==> src/rtl/uart_receiver.sv <==
// uart_receiver: 16x-oversampling 8-bit UART receiver feeding a
// first-word-fall-through receive FIFO.
// Optional feature macro: UART_RX_PARITY_EN (start + 8 data + even parity +
// stop). Without it frames are 8N1 and parity_error_o is tied low.
module uart_receiver #(
   parameter int CLK_FREQ_HZ = 50_000_000,
   parameter int FIFO_DEPTH  = 16
) (
   input  logic                        clock_i,
   input  logic                        reset_i,
   input  logic                        uart_rx_i,
   input  logic [1:0]                  baudrate_select_i,
   input  logic                        data_read_i,
   output logic [7:0]                  data_o,
   output logic                        empty_o,
   output logic [$clog2(FIFO_DEPTH):0] fill_level_o,
   output logic                        frame_error_o,
   output logic                        overrun_error_o,
   output logic                        parity_error_o
);
   localparam int AW         = $clog2(FIFO_DEPTH);
   localparam int RAW_9600   = CLK_FREQ_HZ / (16 * 9600);
   localparam int RAW_19200  = CLK_FREQ_HZ / (16 * 19200);
   localparam int RAW_57600  = CLK_FREQ_HZ / (16 * 57600);
   localparam int RAW_115200 = CLK_FREQ_HZ / (16 * 115200);
   localparam int DIV_9600   = (RAW_9600   < 1) ? 1 : RAW_9600;
   localparam int DIV_19200  = (RAW_19200  < 1) ? 1 : RAW_19200;
   localparam int DIV_57600  = (RAW_57600  < 1) ? 1 : RAW_57600;
   localparam int DIV_115200 = (RAW_115200 < 1) ? 1 : RAW_115200;
   localparam logic [AW:0] FULL_LEVEL = FIFO_DEPTH[AW:0];

   typedef enum logic [2:0] {S_IDLE, S_START, S_DATA, S_PARITY, S_STOP} state_t;

   logic          r_sync1, r_rx_s, r_rx_d;
   logic [15:0]   r_tick_cnt;
   logic [1:0]    r_baud_sel;
   logic [1:0]    w_sel;
   logic [15:0]   w_div;
   logic          w_tick;
   state_t        r_state, w_state_next;
   logic [3:0]    r_s;
   logic [2:0]    r_bit_idx;
   logic [7:0]    r_shift;
   logic          w_mid_bit, w_shift_en, w_stop_sample, w_frame_err, w_push;
`ifdef UART_RX_PARITY_EN
   logic          r_par_err, w_par_sample, w_par_fail;
`endif
   logic [7:0]    r_mem [FIFO_DEPTH];
   logic [AW-1:0] r_wr_ptr, r_rd_ptr, w_rd_ptr_next;
   logic [AW:0]   r_count;
   logic [7:0]    r_head;
   logic          w_full, w_pop_ok, w_push_ok, w_overrun;

   // Two-stage synchronizer plus a delayed copy for falling-edge detection.
   always_ff @(posedge clock_i) begin
      if (reset_i) begin
         r_sync1 <= 1'b1;
         r_rx_s  <= 1'b1;
         r_rx_d  <= 1'b1;
      end else begin
         r_sync1 <= uart_rx_i;
         r_rx_s  <= r_sync1;
         r_rx_d  <= r_rx_s;
      end
   end

   // Divisor follows the live selection only while idle; a frame uses the latched copy.
   assign w_sel  = (r_state == S_IDLE) ? baudrate_select_i : r_baud_sel;
   assign w_tick = (r_tick_cnt >= (w_div - 16'd1));

   // Divisor lookup for the active baud selection.
   always_comb begin
      w_div = 16'(DIV_115200);
      case (w_sel)
         2'b00:   w_div = 16'(DIV_9600);
         2'b01:   w_div = 16'(DIV_19200);
         2'b10:   w_div = 16'(DIV_57600);
         default: w_div = 16'(DIV_115200);
      endcase
   end

   // Free-running 16x tick counter; baud selection captured as a frame starts.
   always_ff @(posedge clock_i) begin
      if (reset_i) begin
         r_tick_cnt <= '0;
         r_baud_sel <= 2'b00;
      end else begin
         r_tick_cnt <= w_tick ? 16'd0 : r_tick_cnt + 16'd1;
         if (r_state == S_IDLE && w_state_next == S_START)
            r_baud_sel <= baudrate_select_i;
      end
   end

   // FSM state register.
   always_ff @(posedge clock_i) begin
      if (reset_i) r_state <= S_IDLE;
      else         r_state <= w_state_next;
   end

   // FSM next-state logic: start-bit qualification at mid-bit, then 16 ticks per bit.
   always_comb begin
      w_state_next = r_state;
      case (r_state)
         S_IDLE:  if (r_rx_d && !r_rx_s) w_state_next = S_START;
         S_START: if (w_tick && r_s == 4'd7) w_state_next = r_rx_s ? S_IDLE : S_DATA;
         S_DATA: begin
            if (w_tick && r_s == 4'd15 && r_bit_idx == 3'd7)
`ifdef UART_RX_PARITY_EN
               w_state_next = S_PARITY;
`else
               w_state_next = S_STOP;
`endif
         end
`ifdef UART_RX_PARITY_EN
         S_PARITY: if (w_tick && r_s == 4'd15) w_state_next = S_STOP;
`endif
         S_STOP:  if (w_tick && r_s == 4'd15) w_state_next = S_IDLE;
         default: w_state_next = S_IDLE;
      endcase
   end

   // FSM outputs: mid-bit sample strobes and stop-bit verdicts.
   always_comb begin
      w_mid_bit     = w_tick && (r_s == 4'd15);
      w_shift_en    = 1'b0;
      w_stop_sample = 1'b0;
`ifdef UART_RX_PARITY_EN
      w_par_sample  = 1'b0;
`endif
      case (r_state)
         S_DATA:   w_shift_en    = w_mid_bit;
`ifdef UART_RX_PARITY_EN
         S_PARITY: w_par_sample  = w_mid_bit;
`endif
         S_STOP:   w_stop_sample = w_mid_bit;
         default:  ;
      endcase
      w_frame_err = w_stop_sample && !r_rx_s;
`ifdef UART_RX_PARITY_EN
      w_push      = w_stop_sample && r_rx_s && !r_par_err;
      w_par_fail  = w_stop_sample && r_rx_s && r_par_err;
`else
      w_push      = w_stop_sample && r_rx_s;
`endif
   end

   // Sample counter, bit index and LSB-first shift register.
   always_ff @(posedge clock_i) begin
      if (reset_i) begin
         r_s       <= '0;
         r_bit_idx <= '0;
         r_shift   <= '0;
      end else begin
         if (r_state == S_IDLE) begin
            r_s       <= '0;
            r_bit_idx <= '0;
         end else if (w_tick) begin
            if (r_state == S_START && r_s == 4'd7) r_s <= '0;
            else                                   r_s <= r_s + 4'd1;
         end
         if (w_shift_en) begin
            r_shift   <= {r_rx_s, r_shift[7:1]};
            r_bit_idx <= r_bit_idx + 3'd1;
         end
      end
   end

`ifdef UART_RX_PARITY_EN
   // Even-parity mismatch held until the stop bit decides the frame's fate.
   always_ff @(posedge clock_i) begin
      if (reset_i || r_state == S_IDLE) r_par_err <= 1'b0;
      else if (w_par_sample)            r_par_err <= r_rx_s ^ (^r_shift);
   end
`endif

   assign w_full        = (r_count == FULL_LEVEL);
   assign w_pop_ok      = data_read_i && (r_count != '0);
   assign w_push_ok     = w_push && (!w_full || w_pop_ok);
   assign w_overrun     = w_push && w_full && !w_pop_ok;
   assign w_rd_ptr_next = w_pop_ok ? r_rd_ptr + AW'(1) : r_rd_ptr;

   // Byte storage, written on accepted pushes; no reset so it maps onto RAM.
   always_ff @(posedge clock_i) begin
      if (w_push_ok) r_mem[r_wr_ptr] <= r_shift;
   end

   // Pointers, level and registered head; bypass when the push lands at the new head.
   always_ff @(posedge clock_i) begin
      if (reset_i) begin
         r_wr_ptr <= '0;
         r_rd_ptr <= '0;
         r_count  <= '0;
         r_head   <= '0;
      end else begin
         if (w_push_ok) r_wr_ptr <= r_wr_ptr + AW'(1);
         r_rd_ptr <= w_rd_ptr_next;
         case ({w_push_ok, w_pop_ok})
            2'b10:   r_count <= r_count + 1'b1;
            2'b01:   r_count <= r_count - 1'b1;
            default: ;
         endcase
         if (w_push_ok && (r_wr_ptr == w_rd_ptr_next)) r_head <= r_shift;
         else                                          r_head <= r_mem[w_rd_ptr_next];
      end
   end

   assign data_o          = r_head;
   assign empty_o         = (r_count == '0);
   assign fill_level_o    = r_count;
   assign frame_error_o   = w_frame_err && !reset_i;
   assign overrun_error_o = w_overrun && !reset_i;
`ifdef UART_RX_PARITY_EN
   assign parity_error_o  = w_par_fail && !reset_i;
`else
   assign parity_error_o  = 1'b0;
`endif
endmodule

==> config.mk <==
export PLATFORM = sky130hd
export DESIGN_NAME = uart_receiver
export DESIGN_NICKNAME = d
export VERILOG_FILES = /design/src/rtl/uart_receiver.sv
export SDC_FILE = /design/constraint.sdc
export NUM_CORES = 1
export LEC_CHECK = 0
export BUFFER_PORTS_ARGS = -buffer_cell sky130_fd_sc_hd__buf_2
export CAP_MARGIN = 15
export CORE_MARGIN = 10
export CORE_UTILIZATION = 48
export CTS_BUF_LIST = sky130_fd_sc_hd__clkbuf_4 sky130_fd_sc_hd__clkbuf_8 sky130_fd_sc_hd__clkbuf_16
export CTS_CLUSTER_DIAMETER = 150
export DETAILED_ROUTE_END_ITERATION = 6
export GPL_TIMING_DRIVEN = 0
export PLACE_DENSITY_LB_ADDON = 0.2
export SYNTH_ARGS = -nofsm -noshare
export SYNTH_HDL_FRONTEND = slang
export SYNTH_SLANG_ARGS = --single-unit
export TNS_END_PERCENT = 50
==> constraint.sdc <==
create_clock -name clock_i -period 4.1 [get_ports clock_i]
set_input_delay 0.615 -clock clock_i [delete_from_list [all_inputs] [get_ports clock_i]]
set_output_delay 0.615 -clock clock_i [all_outputs]
set_load 0.01 [all_outputs]
* After elaboration in Yosys (flattened, before gate mapping)
Memory sizes are Yosys's and may differ from the RTL's. A register that Yosys moved wholly into a read port is not among the register bits.
Index checks and enable logic that the tools add are counted.
** Storage, ports and cells
- Input port bits :: 6
- Bits in latches :: 0
- ROM bits :: 0
- Register bits :: 52
- Logic and storage cells :: 78
- Bits in writable memories :: 128
- Output and inout port bits :: 17
- Memories :: 1
** Memories
- r_mem :: words 16, bits a word 8, rd ports 1, clocked after Yosys merged registers in 1, write ports 1, RTL line 48 : logic [7:0] r_mem [FIFO_DEPTH];
** Cells by class
- Multiply operators :: 0
- Reductions and logical operators :: 27
- $add $sub $neg :: 8
- Divide/modulo/power cells :: 0
- Shifts and indexed selects :: 0
- Multiplexer cells :: 17
- Order comparisons :: 1
- Bitwise logic cells :: 0
- Equality and inequality tests :: 12
** Operator list (number)
- $pmux W9 S3 :: 1
- $mux W3 :: 6
- $add A16 B1 Y16 const B :: 1
- $ge A16 B16 Y1 :: 1
- $sub A16 B1 Y16 const B :: 1
- $logic_and A1 B1 Y1 :: 14
- $add A4 B1 Y4 const B :: 3
- $pmux W3 S4 :: 1
- $pmux W5 S2 :: 1
- $mux W4 :: 2
- $eq A3 B1 Y1 const B :: 2
- $eq A3 B3 Y1 const B :: 2
- $add A5 B1 Y5 const B :: 1
- $eq A5 B5 Y1 const B :: 1
- $logic_not A5 Y1 :: 1
- $reduce_bool A5 Y1 :: 1
- $sub A5 B1 Y5 const B :: 1
- $eq A2 B1 Y1 const B :: 2
- $eq A2 B2 Y1 const B :: 2
- $eq A4 B3 Y1 const B :: 1
- $eq A4 B4 Y1 const B :: 1
- $logic_not A1 Y1 :: 4
- $mux W1 :: 4
- $mux W2 :: 2
- other kinds (7) :: 9

* Depth between registers and ports, before layout
Gate-level depths: netlist of run 1.
- Depth after elaboration :: 12
- Depth in mapped cells :: 18
- Mapped depth without buffers :: 17

* Worst setup path before layout of run 1
OpenSTA, ideal clock, no wires.
- Path type :: register -> register
- Start :: reg r_state[0]
- End :: reg r_count[4] (netlist: fill_level_o[4])
- Stages on the path, launching flop included :: 17
- Data arrival time :: 4.211 ns
- Clock period less this slack :: 4.340 ns
- Data required time :: 3.971 ns
- Path buffers :: 1
- Slack :: -0.240 ns
- Library setup time :: 0.129 ns
- Path through :: dfxtp_1 -> clkbuf_1 -> nor3_1 -> mux2_2 -> ha_1 -> ha_1 -> nand2b_1 -> a2111o_1 -> a211oi_2 -> o21ai_0 -> xnor2_1 -> ha_1 -> o31ai_1 -> nand2b_1 -> o32ai_1 -> xnor2_1 -> nor2_1
** On the way
- Longest elaborated chain between the ends :: 12
- Elaborated cells on any way between the ends :: 17
- Classes of those cells :: add/sub (1); order compare (1); eq/ne (5); mux (4); reduce/logical (6)
** RTL lines
- from (decl) :: RTL line 40 : state_t r_state, w_state_next;
- from (signal assigned) :: RTL line 97 : else r_state <= w_state_next;
- $logic_not A3 Y1 :: RTL line 68 : assign w_sel = (r_state == S_IDLE) ? baudrate_select_i : r_baud_sel;
- $mux W2 :: RTL line 68
- $eq A2 B2 Y1 (tied with other cells) :: RTL line 74 : case (w_sel)
- $pmux W9 S3 :: RTL line 74
- $sub A16 B1 Y16 :: RTL line 69 : assign w_tick = (r_tick_cnt >= (w_div - 16'd1));
- $ge A16 B16 Y1 :: RTL line 69
- $logic_and A1 B1 Y1 :: RTL line 124 : w_mid_bit = w_tick && (r_s == 4'd15);
- $mux W1 (*) :: RTL line 130 : case (r_state)
- $logic_and A1 B1 Y1 (*) :: RTL line 143 : w_push = w_stop_sample && r_rx_s;
- $logic_and A1 B1 Y1 (*) :: RTL line 178 : assign w_push_ok = w_push && (!w_full || w_pop_ok);
- $eq A2 B1 Y1 / $eq A2 B2 Y1 (equally long branches) :: RTL line 197 : case ({w_push_ok, w_pop_ok})
- $pmux W5 S2 / $reduce_bool A2 Y1 (equally long branches)
- to (signal assigned) :: RTL line 198 : 2'b10: r_count <= r_count + 1'b1;
- to (signal assigned) :: RTL line 199 : 2'b01: r_count <= r_count - 1'b1;
- to (decl) :: RTL line 50 : logic [AW:0] r_count;
Every way passes the cells marked *; elsewhere a longest branch is shown, timed or not.
A chain may end at the register's enable or synchronous reset.

==> metrics.md, run 1 <==
| Metric | Value |
|---|---|
| # hold bufs at CTS | `0` |
| Via count | `6739` |
| GRT overflow | `0` |
| Pwr Density | `359 mW/mm^2` |
| Min cycle time layout | `3970 ps` |
| Post-synth EDFFs | `128` |
| Worst IR Drop VDD | `0.301 mV` |
| Vias in the first global route | `6645` |
| Max Freq | `252 MHz` |
| Gate count of the mapped netlist | `766` |
| Top cells by area, synth | `edfxtp_1 (43%), dfxtp_1 (13%), mux2_2 (5.3%)` |
| CP max FO | `10` |
| Worst Hold Path EP | `r_sync1` |
| Critical Path Source Type | `flop` |
| Post-DR wirelength/cell | `23.4 um` |
| Placed Area | `0.00940 mm^2` |
| Design area | `between 0.01 and 0.015 mm^2` |
| Max Root-Sink Buffers | `2` |
| WP data arrival | `about 4300 ps` |
| Setup Crit Path Kind | `flop to flop` |
| GR Util met3 | `4.71%` |
| R2R cell count | `13` |
| Slew Viols, Final | `0` |
| Final Hold Viols | `0` |
| Crit path capture type | `flop` |
| Commonest cells post-synth | `edfxtp_1 (128), nor2_1 (77), dfxtp_1 (60)` |
| I/O pin count | `23` |
| R2r startpoint | `r_state[1]` |
| Setup violators final | `0` |
| Met2 GRT Util | `33.4%` |
| Port bufs | `20` |
| Mapped cell area | `0.00897 mm^2` |
| Met1 Usage GRT | `24.4%` |
| Hold Path Depth | `2` |
| Crit path required time | `about 4400 ps` |
| Max stage delay on crit path | `approximately 480 ps` |
| Gpl congestion | `between 0.9 and 1` |
| Via density | `6.35` |
| Flops & latches, synth | `188` |
| Syn_area_per_cell | `between 10 and 15 um^2` |
| Clock Latency Late Sink | `440 ps` |
| DRC | `0` |
| Worst hold slack | `365 ps` |
| Hold Crit Start | `uart_rx_i` |
| P_leak | `3.81 nW` |
| CP cell instances | `nor3_4 -> mux2_4 -> ha_4 -> ha_1 -> nand2b_1 -> a2111o_1 -> a211o_2 -> and3_1 -> buf_2 -> nand4_1 -> clkbuf_4 -> nor2_1 -> a211oi_2` |
| Clock-pin slew on the worst setup and hold paths | `70 ps` |
| Largest net degree at the start of global routing | `20` |
| Reg2reg setup slack | `130 ps` |
| Slew HR | `25.6%` |
| Area delta synth->final | `14.2%` |
| Slowest CP cell | `a2111o_1` |
| Yosys warnings | `0` |
| Layer with the highest usage | `met2` |
| 1st-pass router iterations | `5` |
| Async SR Flop Fraction | `0%` |
| CP top delay family | `compound AO/OA/AOI/OAI gates` |
| Layout Skew | `about 9.4 ps` |
| Routed wire length | `24800 um` |
| Reg2reg end | `data_o[3]` |
| Clock sink count | `188` |
| Yosys cell types | `67` |
| Most frequent cell after synthesis | `edfxtp_1` |
| Die span in y | `157 um` |
| Antenna Nets Post-Route | `0` |
| Cts bufs inserted | `17` |
| Row count | `49` |
| Htree depth | `4` |
| CTS tree | `yes` |
| Synth area leader | `edfxtp_1` |
| Diode count | `0` |
| Slew @ Worst Pin | `1110 ps` |
| Die area | `roughly 0.025 mm^2` |
| Initial antenna violation count | `0` |
| Top-area cell type share of the netlist area | `42.8%` |
| Layout cell share with drive strength beyond 1 | `20.2%` |
| Die Width | `approximately 160 um` |
| GRT Total Usage | `just over 20%` |
| Nets | `between 800 and 900` |
| HP Class | `input pin to flop` |
| Core area | `0.0181 mm^2` |
| Crit share post-route | `96.7%` |
| WP buf/inv | `2` |
| Seq/Total Area, Yosys | `56.2%` |
| Status | `finished, final reports clean` |
| CTS root buf | `clkbuf_16` |
| Initial Util | `49.4%` |
| DR iter-0 viols | `740` |
| Top FF cell, synth | `edfxtp_1` |
| Dpl hpwl | `16900 um` |
| First-pass GRT wire length | `37900 um` |
| Max Cap Viol | `0` |
[registers in the layout, summed over array words and instances (netlist names), 2 cells and up]
| register | cells |
|---|---|
| r_rd_ptr | 4 |
| r_tick_cnt | 16 |
| r_baud_sel | 2 |
| r_wr_ptr | 4 |
| r_state | 3 |
| r_shift | 8 |
| r_mem | 128 |
| r_bit_idx | 3 |
| fill_level_o | 5 |
| data_o | 8 |
| r_s | 4 |
[through the flow]
stage	total power [W]	worst slack, ps	instances	setup TNS (ps)	utilization, %
after floorplan	0.00209	43.1	771	0	-
after global placement	0.00210	-897	1020	-85630	51.8
after detailed placement	0.00211	-960	1022	-92640	51.8
after CTS	0.00369	24.4	1058	0	55.5
after global routing	0.00378	-9.78	1062	-12.2	56.5
final	0.00368	135	1062	0	56.5
[worst register-to-register path: stages, from the launching register on]
cell	delay, ps
dfxtp_4	370
nor3_4	290
mux2_4	380
ha_4	250
ha_1	250
nand2b_1	140
a2111o_1	480
a211o_2	400
and3_1	160
buf_2	180
nand4_1	270
clkbuf_4	290
nor2_1	80
a211oi_2	310
[cell type report]
cell class / instances / area [um^2]
repair buffers: 31 / 190
plain buffers: 48 / 215
multi-input cells: 519 / 3880
well taps: 229 / 287
flip-flops and latches: 188 / 5050
inverters: 15 / 58.8
clock buffers: 19 / 458
clock inverters: 13 / 114
fillers: 1502 / 7900
[cell families after synthesis]
group           Yosys count  synth area share (%)
mux                      78                  9.29
simple gates            241                  14.1
xor+xnor                 25                  2.44
other cells               2                0.0837
compound gates          144                  11.5
buf+inv                  64                  3.03
flops                   188                  56.2
fa+ha+maj                24                  3.35
[cells in the final DEF, fill, tap and decap left out, drive strengths merged, types with 3 or more instances in the layout]
| cell type | synthesis | final |
|---|---|---|
| nor2b | 6 | 6 |
| nand3 | 32 | 32 |
| o2111ai | 7 | 7 |
| or2 | 3 | 3 |
| o221ai | 7 | 7 |
| mux2i | 36 | 36 |
| nor3b | 3 | 3 |
| edfxtp | 128 | 128 |
| conb | 2 | 7 |
| o21ai | 25 | 25 |
| and3 | 7 | 7 |
| a31oi | 8 | 8 |
| dfxtp | 60 | 60 |
| or3 | 13 | 13 |
| clkbuf | 31 | 49 |
| nor2 | 77 | 77 |
| xnor2 | 14 | 14 |
| and4 | 6 | 6 |
| inv | 15 | 20 |
| a2111oi | 4 | 4 |
| o311ai | 8 | 8 |
| a21oi | 18 | 18 |
| o32ai | 8 | 8 |
| and2 | 4 | 4 |
| clkinv | 0 | 7 |
| ha | 24 | 24 |
| nand2b | 9 | 9 |
| nand2 | 26 | 26 |
| o211ai | 3 | 3 |
| mux2 | 42 | 42 |
| a21boi | 3 | 3 |
| buf | 18 | 49 |
| o22ai | 28 | 28 |
| nor3 | 26 | 26 |
| xor2 | 11 | 11 |
| nor4 | 6 | 6 |
| or4 | 13 | 13 |
| a211o | 7 | 7 |
| a211oi | 6 | 6 |
| nand4 | 4 | 4 |
[how the worst max path moves through the flow]
stage | from | endpoint | slack, ps | cells after the start
detailed placement | r_state[0] | r_mem[0][1] | -960 | 13
CTS | r_state[2] | frame_error_o | 20 | 11
finish | r_state[1] | data_o[3] | 130 | 13
global placement | r_state[0] | r_mem[2][0] | -900 | 13
global route | r_state[1] | frame_error_o | -10 | 12
floorplan | r_state[0] | fill_level_o[4] | 40 | 16
[report_power, final]
part	switching, W	internal (W)	leakage [nW]
logic	0.0000424	0.0000289	1.55
registers	0.00000348	0.00200	1.98
clock network	0.000722	0.000884	0.289
[per-layer routing]
layer / part of all wire (%) / vias up
met4: 4.0 / 0
li1: - / 3039
met2: 48 / 334
met1: 40 / 3312
met5: 0 / -
met3: 7.8 / 54
[repair_timing]
item	4_1_cts	5_1_grt
setup endpoints to repair	154	148
pin swaps	3	8
resized for setup	22	27
setup buffers	5	3
(Power assumes the default switching activity.)
==> run 2, diff against run 1 <==
--- a/config.mk
+++ b/config.mk
@@ -7,8 +7,10 @@
 export LEC_CHECK = 0
 export BUFFER_PORTS_ARGS = -buffer_cell sky130_fd_sc_hd__buf_2
 export CAP_MARGIN = 15
+export CELL_PAD_IN_SITES_DETAIL_PLACEMENT = 2
+export CELL_PAD_IN_SITES_GLOBAL_PLACEMENT = 2
 export CORE_MARGIN = 10
-export CORE_UTILIZATION = 48
+export CORE_UTILIZATION = 39
 export CTS_BUF_LIST = sky130_fd_sc_hd__clkbuf_4 sky130_fd_sc_hd__clkbuf_8 sky130_fd_sc_hd__clkbuf_16
 export CTS_CLUSTER_DIAMETER = 150
 export DETAILED_ROUTE_END_ITERATION = 6
==> run 2 against run 1 <==
  * First-iteration DRC count fell by 26%
  * Die area rose by 20%
  * Maximum frequency fell by 0.69%
  * Cell count rose by 5.0%
  * Non-clock buffer count fell by 3
  * Worst setup slack got worse by 27 ps
  * Design area fell by 0.30%
  * Sequential power barely moved
  * Worst hold slack got worse by 14 ps
  * Highest routed layer unchanged
  * Sequential share of layout area rose by 0.15 points
==> metrics.md, run 2 (synthesis results as in run 1) <==
| Metric | Value |
|---|---|
| Status | `finished, final reports clean (unchanged)` |
| Reg2reg end | `r_mem[12][4] (was data_o[3])` |
| Most frequent CP cell | `inv_1` |
| Clock sink count | `188 (unchanged)` |
| Antenna Nets Post-Route | `0 (unchanged)` |
| GRT Total Usage | `20.8% (was 20.2%)` |
| Crit path capture type | `output pin (was flop)` |
| Diode count | `0 (unchanged)` |
| Worst hold slack | `352 ps (was 365 ps)` |
| 1st-pass router iterations | `5 (unchanged)` |
| Multi-input logic area | `0.00383 mm^2 (was 0.00388 mm^2)` |
| CP startpoint | `r_state[1] (unchanged)` |
| Setup violators final | `0 (unchanged)` |
| Row count | `55 (was 49)` |
| HP Class | `input pin to flop (unchanged)` |
| Largest regs | `r_mem x128, r_tick_cnt x16 (unchanged)` |
| CP max FO | `5 (was 10)` |
| Slew Viols, Final | `0 (unchanged)` |
| Most frequent cells in the layout | `edfxtp_1 (128), nor2_1 (65), dfxtp_1 (58) (unchanged)` |
| Dpl hpwl | `20500 um (was 16900 um)` |
| Total power | `0.00367 W (was 0.00368 W)` |
| Reg2reg setup slack | `120 ps (was 130 ps)` |
| Slew HR | `20.8% (was 25.6%)` |
| Layout cell share with drive strength beyond 1 | `19.4% (was 20.2%)` |
| Post-Place Worst Slack | `-991 ps (was -960 ps)` |
| GRT overflow | `0 (unchanged)` |
| Combinational power share | `1.8% (was 1.9%)` |
| Slowest CP cell | `dfxtp_4 (was a2111o_1)` |
| Slew @ Worst Pin | `1180 ps (was 1110 ps)` |
| Die span in y | `172 um (was 157 um)` |
| RSZ-0062 raised after global routing | `yes` |
| Setup ws final | `107 ps (was 135 ps)` |
| Largest net degree at the start of global routing | `20 (unchanged)` |
| Max Root-Sink Buffers | `2 (unchanged)` |
| Initial Util | `39.6% (was 49.4%)` |
| Max Freq | `250 MHz (was 252 MHz)` |
| Commonest non-fill, non-tap cell in the layout | `edfxtp_1 (unchanged)` |
| Port bufs | `20 (unchanged)` |
| DRC | `0 (unchanged)` |
| Reg power frac | `54.6% (was 54.5%)` |
| Placed Area | `0.00947 mm^2 (was 0.00940 mm^2)` |
| Vias in the first global route | `7449 (was 6645)` |
| Clock-pin slew on the worst setup and hold paths | `70 ps (about the same)` |
| Routed wire length | `30100 um (was 24800 um)` |
| Post-DR wirelength/cell | `27.0 um (was 23.4 um)` |
| Worst path depth | `13 (unchanged)` |
| Clock Latency Late Sink | `440 ps (about the same)` |
| WP buf/inv | `4 (was 2)` |
| Number of flip-flops under the largest register name | `128 (unchanged)` |
| Pwr Density | `359 mW/mm^2 (about the same)` |
| CTS tree | `yes (unchanged)` |
| CP cell instances | `nor3_4 -> mux2_4 -> inv_1 -> ha_2 -> inv_1 -> ha_1 -> nand4_1 -> a211oi_2 -> a211oi_4 -> buf_6 -> or3_1 -> nor3_2 -> buf_2 (was nor3_4 -> mux2_4 -> ha_4 -> ha_1 -> nand2b_1 -> a2111o_1 -> a211o_2 -> and3_1 -> buf_2 -> nand4_1 -> clkbuf_4 -> nor2_1 -> a211oi_2)` |
| Layout Skew | `13.9 ps (was 9.42 ps)` |
| R2r startpoint | `r_state[1] (unchanged)` |
| Max stage delay on crit path | `370 ps (was 480 ps)` |
| Worst Setup EP | `frame_error_o (was data_o[3])` |
| Via count | `6801 (was 6739)` |
| # hold bufs at CTS | `0 (unchanged)` |
| Initial antenna violation count | `0 (unchanged)` |
| Design area | `0.0102 mm^2 (was 0.0103 mm^2)` |
| Htree depth | `4 (unchanged)` |
| R2R cell count | `13 (unchanged)` |
| P_leak | `3.77 nW (was 3.81 nW)` |
| Setup Crit Path Kind | `flop to output pin (was flop to flop)` |
| Cts bufs inserted | `17 (unchanged)` |
| Psw | `0.000783 W (was 0.000767 W)` |
| Sw frac | `21.3% (was 20.8%)` |
| I/O pin count | `23 (unchanged)` |
| Worst IR Drop VDD | `0.244 mV (was 0.301 mV)` |
| Seq. cell area | `0.00505 mm^2 (unchanged)` |
| Fillers | `2282 (was 1502)` |
| CTS root buf | `clkbuf_16 (unchanged)` |
| Nets | `847 (was 850)` |
| Via density | `6.10 (was 6.35)` |
| Max Cap Viol | `0 (unchanged)` |
| Crit share post-route | `97.4% (was 96.7%)` |
| Crit path required time | `3480 ps (was 4430 ps)` |
| First-pass GRT wire length | `46100 um (was 37900 um)` |
| Pint | `0.00289 W (was 0.00292 W)` |
| Die Width | `172 um (was 157 um)` |
| Core area | `0.0226 mm^2 (was 0.0181 mm^2)` |
| CP top delay family | `simple AND/OR/NAND/NOR gates (was compound AO/OA/AOI/OAI gates)` |
| Clock Power Share | `43.6% (about the same)` |
| DR iter-0 viols | `546 (was 740)` |
| Gpl congestion | `0.834 (was 0.918)` |
| Min cycle time layout | `3990 ps (was 3970 ps)` |
| Area delta synth->final | `13.9% (was 14.2%)` |
| WP data arrival | `3380 ps (was 4290 ps)` |
| Most flops, register | `r_mem (unchanged)` |
| Final Hold Viols | `0 (unchanged)` |
| Critical Path Source Type | `flop (unchanged)` |
| Post-route core utilization | `45.1% (was 56.5%)` |
| Die area | `0.0295 mm^2 (was 0.0246 mm^2)` |
[run 2: power by group through the flow]
stage	Combinational, W	Clock [W]	Sequential (W)
2_1_floorplan	0.0000399	0	0.00205
3_5_place_dp	0.0000577	0	0.00205
4_1_cts	0.0000627	0.00162	0.00201
6_report	0.0000671	0.00160	0.00201
5_1_grt	0.0000753	0.00170	0.00201
3_3_place_gp	0.0000556	0	0.00205
[run 2: worst min path at each step]
stage	cells past startpoint	to	slack, ps	start
after floorplan	1	r_rx_s	390	r_sync1
after global placement	1	r_rx_s	400	r_sync1
after detailed placement	1	r_rx_s	400	r_sync1
after CTS	2	r_sync1	340	uart_rx_i
after global routing	2	r_sync1	360	uart_rx_i
final	2	r_sync1	350	uart_rx_i
[run 2: per-stage QoR]
stage | TNS [ps] | cells
global placement | -94740 | 1076
floorplan | 0 | 771
detailed placement | -110360 | 1077
CTS | 0 | 1112
finish | 0 | 1115
global route | -5610 | 1115
[run 2: timing repair]
| action | in CTS | in global routing |
|---|---|---|
| gates cloned | 0 | 0 |
| buffers inserted | 4 | 3 |
| pin swaps | 4 | 5 |
| setup endpoints to repair | 155 | 95 |
| resized for setup | 30 | 13 |
[run 2: area by class of cell]
type	instances	share of cell area, %
buffer	48	2.12
clock buffer	21	4.46
inverter	15	0.551
clock inverter	11	0.894
timing repair buffer	28	1.60
sequential	188	49.4
multi-input combinational	519	37.5
tap	285	3.49
[run 2: routing by layer]
layer  part of all wire (%)  track usage (%)
met3                    4.8             3.21
met5                      0                0
met1                     42             25.5
met4                    2.1             7.03
met2                     51             36.3
==> run 3, diff against run 2 <==
--- a/config.mk
+++ b/config.mk
@@ -16,6 +16,7 @@
 export DETAILED_ROUTE_END_ITERATION = 6
 export GPL_TIMING_DRIVEN = 0
 export PLACE_DENSITY_LB_ADDON = 0.2
+export RECOVER_POWER = 100
 export SYNTH_ARGS = -nofsm -noshare
 export SYNTH_HDL_FRONTEND = slang
 export SYNTH_SLANG_ARGS = --single-unit
==> run 3 against run 2 <==
  * Via count decreased by 0.54%
  * Sequential power about the same
  * Utilization is essentially flat
  * Largest cell class unchanged
  * Die area unchanged
  * Clock skew is essentially flat
  * Sequential share of layout area barely moved
  * First-iteration DRC count up 8.8%
  * Clock power hardly changed
  * Worst setup slack better by 2.6 ps
  * Largest power group unchanged
  * Sequential cell count unchanged
  * Maximum frequency barely moved
  * Global-route usage is the same
==> metrics.md, run 3 (synthesis results as in run 1) <==
| Metric | Value |
|---|---|
| Status | `finished, final reports clean (unchanged)` |
| CP max FO | `5 (unchanged)` |
| Slew @ Worst Pin | `1180 ps (about the same)` |
| Min cycle time layout | `3990 ps (about the same)` |
| Largest regs | `r_mem x128, r_tick_cnt x16 (unchanged)` |
| R2r startpoint | `r_state[1] (unchanged)` |
| Via count | `6764 (was 6801)` |
| Hold Crit Start | `uart_rx_i (unchanged)` |
| Die area | `0.0295 mm^2 (unchanged)` |
| Routed wire length | `29900 um (was 30100 um)` |
| # hold bufs at CTS | `0 (unchanged)` |
| Wl on met1 | `12600 um (about the same)` |
| Gpl congestion | `0.834 (unchanged)` |
| Layout Skew | `13.5 ps (was 13.9 ps)` |
| Core area | `0.0226 mm^2 (unchanged)` |
| Post-DR wirelength/cell | `26.8 um (was 27.0 um)` |
| Clock-pin slew on the worst setup and hold paths | `70 ps (about the same)` |
| Dpl hpwl | `20500 um (unchanged)` |
| Max Freq | `251 MHz (was 250 MHz)` |
| Largest net degree at the start of global routing | `20 (unchanged)` |
| Htree depth | `4 (unchanged)` |
| Via density | `6.06 (was 6.10)` |
| Clock Power Share | `43.5% (was 43.6%)` |
| Area delta synth->final | `13.8% (was 13.9%)` |
| Sw frac | `21.2% (was 21.3%)` |
| Final Hold Viols | `0 (unchanged)` |
| Slew HR | `21.2% (was 20.8%)` |
| Reg2reg setup slack | `120 ps (about the same)` |
| GRT Total Usage | `20.8% (unchanged)` |
| Row count | `55 (unchanged)` |
| HP Class | `input pin to flop (unchanged)` |
| Most frequent cells in the layout | `edfxtp_1 (128), nor2_1 (65), dfxtp_1 (58) (unchanged)` |
| Worst hold slack | `354 ps (was 352 ps)` |
| Setup ws final | `110 ps (was 107 ps)` |
| Top sig layer | `met4 (unchanged)` |
| Pwr Density | `359 mW/mm^2 (about the same)` |
| Die Width | `172 um (unchanged)` |
| Crit share post-route | `97.3% (was 97.4%)` |
| Port bufs | `20 (unchanged)` |
| Antenna Nets Post-Route | `0 (unchanged)` |
| Layout cell share with drive strength beyond 1 | `18.6% (was 19.4%)` |
| R2R cell count | `13 (unchanged)` |
| First-pass GRT wire length | `46100 um (unchanged)` |
| CTS tree | `yes (unchanged)` |
| Crit path required time | `3480 ps (about the same)` |
| 1st-pass router iterations | `5 (unchanged)` |
| Post-Place Worst Slack | `-991 ps (unchanged)` |
| Die span in y | `172 um (unchanged)` |
| Worst IR Drop VDD | `0.241 mV (was 0.244 mV)` |
| Metal2 WL | `15400 um (about the same)` |
| Initial antenna violation count | `0 (unchanged)` |
| Total power | `0.00367 W (about the same)` |
| Post-route core utilization | `45.1% (about the same)` |
| Critical Path Source Type | `flop (unchanged)` |
| DRC | `0 (unchanged)` |
| Most flops, register | `r_mem (unchanged)` |
| Cts bufs inserted | `17 (unchanged)` |
| Number of flip-flops under the largest register name | `128 (unchanged)` |
| Vias in the first global route | `7449 (unchanged)` |
| Crit path capture type | `output pin (unchanged)` |
| Initial Util | `39.6% (unchanged)` |
| Placed Area | `0.00947 mm^2 (unchanged)` |
| Setup Crit Path Kind | `flop to output pin (unchanged)` |
| Setup violators final | `0 (unchanged)` |
| Max Root-Sink Buffers | `2 (unchanged)` |
| Worst Hold Path EP | `r_sync1 (unchanged)` |
| GRT overflow | `0 (unchanged)` |
| Commonest non-fill, non-tap cell in the layout | `edfxtp_1 (unchanged)` |
| RSZ-0062 raised after global routing | `yes (unchanged)` |
| CTS root buf | `clkbuf_16 (unchanged)` |
| WP data arrival | `3370 ps (was 3380 ps)` |
| P_leak | `3.74 nW (was 3.77 nW)` |
| Slew Viols, Final | `0 (unchanged)` |
| Max Cap Viol | `0 (unchanged)` |
| I/O pin count | `23 (unchanged)` |
| Pint | `0.00289 W (about the same)` |
| Hold Path Depth | `2 (unchanged)` |
| Clock Latency Late Sink | `440 ps (about the same)` |
| DR iter-0 viols | `594 (was 546)` |
| Clock sink count | `188 (unchanged)` |
| Met3 WL | `1390 um (was 1450 um)` |
| Nets | `847 (unchanged)` |
| Reg2reg end | `r_mem[12][4] (unchanged)` |
| Combinational power share | `1.8% (about the same)` |
| Reg power frac | `54.7% (was 54.6%)` |
| Design area | `0.0102 mm^2 (about the same)` |
| Psw | `0.000777 W (was 0.000783 W)` |
==> run 3: cell count changes in the layout (fill, tap and decap cells not counted) <==
cell      before  now
clkbuf_1      28   35
buf_2         30   23
diode_2        0    1
==> run 3: layout make-up <==
type | instances | area, um^2
fillers | 2287 | 12400
flip-flops and latches | 188 | 5050
multi-input cells | 519 | 3830
clock buffers | 21 | 455
well taps | 285 | 357
plain buffers | 48 | 216
repair buffers | 28 | 155
clock inverters | 11 | 91.3
inverters | 15 | 56.3
diodes | 1 | 2.50
==> run 3: worst max-delay path by stage <==
stage / startpoint / slack [ps] / cells after the start / endpoint
2_1_floorplan: r_state[0] / 40 / 16 / fill_level_o[4]
3_3_place_gp: r_state[0] / -880 / 13 / r_mem[3][6]
3_5_place_dp: r_state[0] / -990 / 13 / r_mem[3][6]
4_1_cts: r_state[1] / 4 / 12 / frame_error_o
5_1_grt: r_state[1] / -120 / 13 / r_mem[7][4]
6_report: r_state[1] / 110 / 13 / frame_error_o
==> run 3: stage by stage <==
stage / TNS [ps] / cells
after detailed placement: -110360 / 1077
final: 0 / 1116
after CTS: 0 / 1112
after global placement: -94740 / 1076
after global routing: -5610 / 1115
after floorplan: 0 / 771
==> run 3: worst max-delay path: stages, from the launching register on <==
cell      delay (ps)
dfxtp_4          370
nor3_4           270
mux2_4           370
inv_1             90
ha_2             180
inv_1             60
ha_1             300
nand4_1          100
a211oi_2         320
a211oi_4         110
buf_6            140
or3_1            360
nor3_2           100
buf_2            150
==> run 3: routing by layer <==
metal,up-vias,global-route usage [%]
li1,3008,-
met1,3554,25.5
met2,161,36.3
met3,41,3.21
met4,0,7.03
met5,-,0
==> run 3: power by group through the flow <==
stage	sequential [W]	combinational [W]	clock (W)
2_1_floorplan	0.00205	0.0000399	0
3_3_place_gp	0.00205	0.0000556	0
3_5_place_dp	0.00205	0.0000577	0
4_1_cts	0.00201	0.0000627	0.00162
5_1_grt	0.00201	0.0000753	0.00170
6_report	0.00201	0.0000671	0.00159
==> run 3: what timing repair did <==
item	CTS	global route
endpoints found under the setup margin	155	95
pin swaps	4	5
gates cloned	0	0
buffers inserted	4	3
hold endpoints to repair	0	0
gates resized for setup	30	13
